## src/rtl/nn_pkg.sv

```systemverilog
// Shared neural-network helpers: serializer state encoding and ReLU.
package nn_pkg;

  typedef enum logic {
    COLLECT = 1'b0,
    SHIFT   = 1'b1
  } state_t;

  // Widest word the shared relu helper handles; callers zero-extend into it.
  localparam int unsigned RELU_MAX_W = 64;

  // ReLU on a two's complement word of 'width' bits held in the low bits of x.
  function automatic logic [RELU_MAX_W-1:0] relu(input logic [RELU_MAX_W-1:0] x,
                                                 input int unsigned           width);
    logic [RELU_MAX_W-1:0] y;
    y = x;
    if (x[width-1]) y = '0;
    return y;
  endfunction

endpackage

```

## src/rtl/act_unit.sv

```systemverilog
// Combinational activation on one neuron word: ReLU or pass-through.
module act_unit
  import nn_pkg::*;
#(
  parameter int unsigned DATA_WIDTH = 16,
  parameter int unsigned ACT_RELU   = 1
) (
  input  logic [DATA_WIDTH-1:0] x,
  output logic [DATA_WIDTH-1:0] y
);

  // Select ReLU result (truncated back to word width) or raw word
  always_comb begin
    if (ACT_RELU != 0) y = DATA_WIDTH'(relu(RELU_MAX_W'(x), DATA_WIDTH));
    else               y = x;
  end

endmodule

```

## src/rtl/layer_serializer.sv

```systemverilog
// Buffers one layer's parallel neuron results and replays them serially,
// neuron 0 first, one word per cycle. Sticky overrun flags dropped results.
module layer_serializer
  import nn_pkg::*;
#(
  parameter int unsigned NUM_NEURONS = 10,
  parameter int unsigned DATA_WIDTH  = 16,
  parameter int unsigned ACT_RELU    = 1
) (
  input  logic                              clk,
  input  logic                              rst,
  input  logic [NUM_NEURONS*DATA_WIDTH-1:0] in_data,
  input  logic [NUM_NEURONS-1:0]            in_valid,
  output logic [DATA_WIDTH-1:0]             out_data,
  output logic                              out_valid,
  output logic                              busy,
  output logic                              overrun
);

  localparam int unsigned       IDX_W    = $clog2(NUM_NEURONS);
  localparam logic [IDX_W-1:0]  IDX_LAST = IDX_W'(NUM_NEURONS - 1);

  state_t                  state;
  state_t                  state_next;
  logic [NUM_NEURONS-1:0]  mask;
  logic [NUM_NEURONS-1:0]  mask_merged;
  logic [NUM_NEURONS-1:0]  capture;
  logic                    drop;
  logic [IDX_W-1:0]        idx;
  logic [DATA_WIDTH-1:0]   act_data [NUM_NEURONS];
  logic [DATA_WIDTH-1:0]   buf_mem  [NUM_NEURONS];

  for (genvar k = 0; k < NUM_NEURONS; k++) begin : g_act
    act_unit #(
      .DATA_WIDTH(DATA_WIDTH),
      .ACT_RELU  (ACT_RELU)
    ) u_act (
      .x(in_data[k*DATA_WIDTH +: DATA_WIDTH]),
      .y(act_data[k])
    );
  end

  // State register
  always_ff @(posedge clk) begin
    if (rst) state <= COLLECT;
    else     state <= state_next;
  end

  // Per-lane capture/drop decode and next-state selection
  always_comb begin
    capture     = '0;
    drop        = 1'b0;
    mask_merged = mask;
    state_next  = state;
    case (state)
      COLLECT: begin
        capture     = in_valid & ~mask;
        drop        = |(in_valid & mask);
        mask_merged = mask | in_valid;
        if (&mask_merged) state_next = SHIFT;
      end
      SHIFT: begin
        drop = |in_valid;
        if (idx == IDX_LAST) state_next = COLLECT;
      end
      default: state_next = COLLECT;
    endcase
  end

  // Output decode: busy reflects the replay state directly
  always_comb begin
    busy = (state == SHIFT);
  end

  // Control and serial output registers
  always_ff @(posedge clk) begin
    if (rst) begin
      mask      <= '0;
      idx       <= '0;
      out_data  <= '0;
      out_valid <= 1'b0;
      overrun   <= 1'b0;
    end else begin
      if (drop) overrun <= 1'b1;
      out_valid <= (state == SHIFT);
      case (state)
        COLLECT: begin
          // idx is held at 0 throughout COLLECT, so entering SHIFT starts at neuron 0
          mask <= (state_next == SHIFT) ? '0 : mask_merged;
          idx  <= '0;
        end
        SHIFT: begin
          out_data <= buf_mem[idx];
          idx      <= (idx == IDX_LAST) ? '0 : idx + 1'b1;
        end
        default: ;
      endcase
    end
  end

  // Layer buffer: parallel lane writes, contents need no reset
  always_ff @(posedge clk) begin
    for (int unsigned k = 0; k < NUM_NEURONS; k++) begin
      if (capture[k]) buf_mem[k] <= act_data[k];
    end
  end

endmodule

```

## config.mk

```make
export PLATFORM = sky130hd
export DESIGN_NAME = layer_serializer
export DESIGN_NICKNAME = d
export VERILOG_FILES = /design/src/rtl/nn_pkg.sv /design/src/rtl/act_unit.sv /design/src/rtl/layer_serializer.sv
export SDC_FILE = /design/constraint.sdc
export NUM_CORES = 1
export LEC_CHECK = 0
export CAP_MARGIN = 40
export CORE_MARGIN = 2
export CORE_UTILIZATION = 44
export CTS_BUF_LIST = sky130_fd_sc_hd__clkbuf_8 sky130_fd_sc_hd__clkbuf_16
export DETAILED_ROUTE_END_ITERATION = 8
export PLACE_DENSITY = 0.77
export SLEW_MARGIN = 20
export SYNTH_ARGS = -nofsm -noshare
export SYNTH_HDL_FRONTEND = slang
export SYNTH_SLANG_ARGS = --single-unit
```

## constraint.sdc

```tcl
create_clock -name clk -period 2.7 [get_ports clk]
set_input_delay 0.81 -clock clk [delete_from_list [all_inputs] [get_ports clk]]
set_output_delay 0.81 -clock clk [all_outputs]
set_load 0.03 [all_outputs]
```

==> results of run 1 <==
[synth_stat cells (all sizes together), types with 2 or more instances]
library cell / instances
nor3b: 10
edfxtp: 150
a21oi: 25
mux4: 15
a22o: 2
a211oi: 25
a2111oi: 16
ha: 2
nor2: 7
a221o: 15
clkbuf: 27
o22ai: 4
inv: 3
nor2b: 152
dfxtp: 32
buf: 11
nor4: 3
mux2: 15
mux2i: 30
o21bai: 16
[final timing paths]
check / start / end / slack [ps] / cells past startpoint
setup / recovery: out_data[10] / out_data[10] / 370 / 1
hold reg to reg: out_data[4] / out_data[4] / 540 / 2
hold / removal: out_data[4] / out_data[4] / 540 / 2
setup reg to reg: idx[0] / out_data[0] / 630 / 3
[tightest hold or removal path: cells and delay by family (launching register included)]
| family | cells | cell delay (ps) |
|---|---|---|
| AOI/OAI and AO/OA | 2 | 160 |
| DFF | 1 | 330 |
[cell type report]
| cell class | instances | share of cell area |
|---|---|---|
| Tap cell | 229 | 0.0262 |
| Timing Repair Buffer | 211 | 0.190 |
| Clock inverter | 14 | 0.0109 |
| Sequential cell | 182 | 0.471 |
| Inverter | 3 | 0.00103 |
| Clock buffer | 17 | 0.0389 |
| Multi-Input combinational cell | 350 | 0.262 |
[stage by stage]
step | hold WS (ps) | total power [mW] | std cells | util | cell area [um^2]
after global routing | 563 | 6.49 | 1006 | 0.604 | 10900
after floorplan | 517 | 3.64 | 573 | - | 8170
after global placement | 497 | 4.04 | 972 | 0.572 | 10400
after CTS | 535 | 6.33 | 1003 | 0.602 | 10900
after detailed placement | 522 | 4.06 | 972 | 0.572 | 10400
final | 539 | 6.30 | 1006 | 0.604 | 10900
[placed cells by master, fill, tap and decap left out, types with 2 or more instances in the layout]
cell type	count
a2111oi_0	6
a2111oi_1	5
a2111oi_2	5
a211oi_1	25
a21oi_1	25
a221o_1	15
a22o_1	2
buf_4	20
bufinv_16	2
clkbuf_16	17
clkdlybuf4s50_1	188
clkinv_1	5
clkinv_2	4
dfxtp_1	31
edfxtp_1	150
ha_1	2
inv_1	4
mux2_2	15
mux2i_1	30
mux4_2	14
nor2_1	7
nor2b_1	152
nor3b_2	10
nor4_1	2
o21bai_1	16
o22ai_1	4
[cell families after synthesis]
group	after synthesis	synth area share
flip-flops	182	0.630
AND/OR/NAND/NOR	176	0.135
AO/OA/AOI/OAI	109	0.104
multiplexers	60	0.0993
buffers and inverters	41	0.0259
adder cells (fa/ha/maj)	2	0.00306
XOR/XNOR	2	0.00215
other	1	0.000459
[sequential cells by signal, indices dropped and copies added, names as in the netlist]
name,count
out_valid,1
mask,10
overrun,1
out_data,15
buf_mem,150
idx,4
busy,1
[report_power, final]
part	switching, mW	total, mW	internal [mW]
logic	0.312	0.707	0.395
clock network	0.967	2.30	1.33
registers	0.0624	3.30	3.24
total	1.34	6.30	4.96
[routing by layer]
layer,routed length (um),share of wire,global-route usage
met5,0,0,0
met4,594,0.029,0.0824
met3,1380,0.066,0.0458
met2,10000,0.48,0.354
met1,8710,0.42,0.281
==> impl_metrics.py, run 1 <==
metrics = {
    "power_and_ir_drop": {
        "powerDensity_nw_per_um2": 577,
        "p_leak_nw": 3.72,
        "vdd.ir_drop.worst_mv": 0.433,
    },
    "global_route": {
        "grt-ovfl-total": 0,
        "grt_pass1_vias": 5759,
        "grt_start_max_net_pins": 47,
        "grt_usage": 0.215,
        "antenna_found_initial": 0,
        "grt_pass1_wl_um": 31500,
    },
    "cts": {
        "cts_buffers": 17,
        "clock_sinks": 182,
        "htreeDepth": 4,
        "clkTransAtPathRegs_ps": 60,
        "hold_buffers": 0,
        "root_buffer": "clkbuf_16",
        "insertion_delay_ps": 430,
        "cts_resized": 0,
        "cts_buffer_depth": 2,
        "cts_tree": "built",
        "post_cts_buffers": 0,
    },
    "critical_path": {
        "start_kind": "register",
        "crit_path_max_fanout": 2,
        "crit_path_end_kind": "output pin",
        "cp_data_required_time_ps": 1890,
        "crit_slowest_cell": "clkdlybuf4s50_1",
        "path_delay_family": "buffers and inverters",
        "crit_chain": "clkdlybuf4s50_1",
        "slowest_delay_ps": 700,
        "path_class": "register to output pin",
        "arrival_ps": 1520,
        "path_buf_inv": 1,
    },
    "final_layout": {
        "syn2layout_area_growth_pct": 33.8,
        "regArea_um2": 5150,
        "antenna_cells": 0,
        "final_nets": 939,
        "drive_gt1_frac": 0.122,
        "multi_input_area_um2": 2860,
        "fillers": 1319,
    },
    "yosys": {
        "yosysSeqAreaShare": 0.630,
        "synth_cells": 573,
        "ys_ff_latch": 182,
        "synth_largest_area_cell": "edfxtp_1",
        "syn_avg_cell_area_um2": 14.3,
        "ys.flop_type": "edfxtp_1",
        "yosysUniqueCellTypes": 41,
        "netlist_area_um2": 8170,
        "synth_edf_count": 150,
        "synth.area.top_cells": "edfxtp_1 55%, nor2b_1 12%, dfxtp_1 7.8%",
        "synth_nets": 747,
        "yosys_warnings": 0,
        "synthArstFlopShare": 0,
        "synth_top_area_frac": 0.552,
    },
    "routing": {
        "wl_per_cell_um": 20.6,
        "vias_per_cell": 5.49,
        "dr.pass1.iters": 5,
        "antenna_left": 0,
        "drtIter0Drc": 357,
        "totalWireLength_um": 20700,
        "drc": 0,
        "vias": 5519,
    },
    "timing": {
        "hold_viol": 0,
        "fmax_mhz": 429,
        "tns_ps": 0,
        "fin_crit_ps": 2330,
        "grt_setup_unrepaired": "no",
        "max_slew_margin": 0.553,
        "fin_skew_ps": 8.19,
        "fin_ws_ps": 371,
        "slew_violations": 0,
        "setup_viol": 0,
        "worstMarginPinSlew_ps": 668,
        "period_share": 0.863,
    },
    "run_status": {
        "status": "complete, no violations",
    },
    "floorplanning": {
        "placementRows": 49,
        "start_util": 0.452,
        "core_area_um2": 18100,
        "die_h_um": 140,
        "dieArea_um2": 19700,
        "io_pins": 191,
        "die_w_um": 140,
    },
    "min_path": {
        "min-delay-path-class": "register to register",
    },
    "placed_design": {
        "place.gp.congestion": 0.884,
        "pre_cts_ws_ps": 316,
        "dp.final_hpwl_um": 15500,
        "io_buffers": 189,
    },
    "job": {
        "max-cap-violations": 0,
    },
}
Note: power is estimated with default switching activity, not from simulation.
==> run 2, diff against run 1 <==
- CAP_MARGIN: 40 -> 0
==> impl_metrics.py, run 2 (synthesis results as in run 1) <==
metrics = {
    "timing": {
        "fmax_mhz": 429,
        "max_slew_margin": 0.363,
        "fin_crit_ps": 2330,
        "fin_skew_ps": 10.3,
        "setup_viol": 0,
        "hold_viol": 0,
        "period_share": 0.863,
        "tns_ps": 0,
        "worstMarginPinSlew_ps": 952,
        "grt_setup_unrepaired": "no",
        "slew_violations": 0,
        "fin_ws_ps": 369,
    },
    "cts": {
        "post_cts_buffers": 0,
        "clkTransAtPathRegs_ps": 60,
        "clock_sinks": 182,
        "cts_buffer_depth": 2,
        "cts_resized": 0,
        "hold_buffers": 0,
        "cts_buffers": 17,
        "htreeDepth": 4,
        "root_buffer": "clkbuf_16",
        "insertion_delay_ps": 430,
        "cts_tree": "built",
    },
    "floorplanning": {
        "io_pins": 191,
        "die_h_um": 140,
        "dieArea_um2": 19700,
        "die_w_um": 140,
        "start_util": 0.452,
        "placementRows": 49,
        "core_area_um2": 18100,
    },
    "final_layout": {
        "drive_gt1_frac": 0.119,
        "multi_input_area_um2": 2860,
        "regArea_um2": 5150,
        "layout_common_cells": "188 x clkdlybuf4s50_1, 152 x nor2b_1, 150 x edfxtp_1, 31 x dfxtp_1, 30 x mux2i_1",
        "top_register": "buf_mem",
        "fillers": 1318,
        "final_nets": 936,
        "final-instance-count-excl-fill": 1003,
        "final_common_cell": "clkdlybuf4s50_1",
        "antenna_cells": 0,
        "syn2layout_area_growth_pct": 33.4,
        "reg_top3": "buf_mem: 150 flops, out_data: 15 flops, mask: 10 flops",
        "largest_register_ffs": 150,
    },
    "power_and_ir_drop": {
        "seqPwrFrac": 0.524,
        "pwr-share-clk": 0.364,
        "powerDensity_nw_per_um2": 579,
        "internal_power_mw": 4.96,
        "switchingPower_mw": 1.34,
        "switching_share": 0.213,
        "p_comb_frac": 0.112,
        "p_leak_nw": 3.71,
        "vdd.ir_drop.worst_mv": 0.434,
    },
    "global_route": {
        "met3_usage": 0.0458,
        "met1_usage": 0.281,
        "grt_pass1_vias": 5759,
        "grt_usage": 0.215,
        "grt-ovfl-total": 0,
        "grt_busiest_layer": "met2",
        "grt_start_max_net_pins": 47,
        "antenna_found_initial": 0,
        "grt_pass1_wl_um": 31500,
        "gr-usage-met2": 0.354,
    },
    "critical_path": {
        "crit_path_end_kind": "output pin",
        "slowest_delay_ps": 700,
        "path_class": "register to output pin",
        "crit_chain": "clkdlybuf4s50_1",
        "start_kind": "register",
        "path_delay_family": "buffers and inverters",
        "cp_data_required_time_ps": 1890,
        "crit_path_max_fanout": 2,
        "path_buf_inv": 1,
        "arrival_ps": 1520,
        "crit_slowest_cell": "clkdlybuf4s50_1",
    },
    "routing": {
        "antenna_left": 0,
        "wl_per_cell_um": 20.6,
        "totalWireLength_um": 20700,
        "drtIter0Drc": 320,
        "vias": 5533,
        "drc": 0,
        "vias_per_cell": 5.52,
        "dr.pass1.iters": 5,
    },
    "placed_design": {
        "place.gp.congestion": 0.884,
        "pre_cts_ws_ps": 316,
        "io_buffers": 189,
        "dp.final_hpwl_um": 15500,
        "dp_cells": 972,
    },
    "min_path": {
        "min-delay-path-class": "register to register",
    },
    "job": {
        "max-cap-violations": 0,
    },
    "run_status": {
        "status": "complete, no violations",
    },
}
-- run 2: cell count changes in the layout (fill, tap and decap cells not counted), sizes merged --
cell,delta
buf,-3
-- run 2: final cells by class --
class / instances / share of cell area
repair buffers: 208 / 0.188
well taps: 229 / 0.0263
inverters: 3 / 0.00103
flip-flops and latches: 182 / 0.473
clock inverters: 14 / 0.0109
multi-input cells: 350 / 0.263
clock buffers: 17 / 0.0390
-- run 2: worst register-to-register path, cell delays in order, from the launching register on --
cell and delay [ps]:
dfxtp_1 870, nor2_1 440, a221o_1 470, a211oi_1 270
-- run 2: power groups by stage --
stage	registers [mW]	clock network, mW	logic (mW)
4_1_cts	3.30	2.32	0.707
3_3_place_gp	3.35	0	0.685
6_report	3.30	2.30	0.706
2_1_floorplan	3.35	0	0.284
3_5_place_dp	3.36	0	0.702
5_1_grt	3.32	2.42	0.755
-- run 2: final timing paths --
path	to	from	cells past startpoint	slack, ps
setup / recovery	out_data[10]	out_data[10]	1	370
setup reg to reg	out_data[2]	idx[1]	3	560
hold / removal	out_data[4]	out_data[4]	2	540
hold reg to reg	out_data[4]	out_data[4]	2	540
-- run 2: per-layer routing --
layer / vias up / wire length (um)
met1: 2682 / 8600
li1: 2554 / -
met4: 0 / 572
met2: 262 / 10100
met3: 35 / 1460
met5: - / 0
-- run 2: per-stage QoR --
step	cell area, um^2	util	hold slack (ps)	total power [mW]
final	10900	0.602	541	6.30
after global routing	10900	0.602	563	6.49
after CTS	10900	0.602	535	6.33
after detailed placement	10400	0.572	522	4.06
after global placement	10400	0.572	497	4.04
after floorplan	8170	-	517	3.64
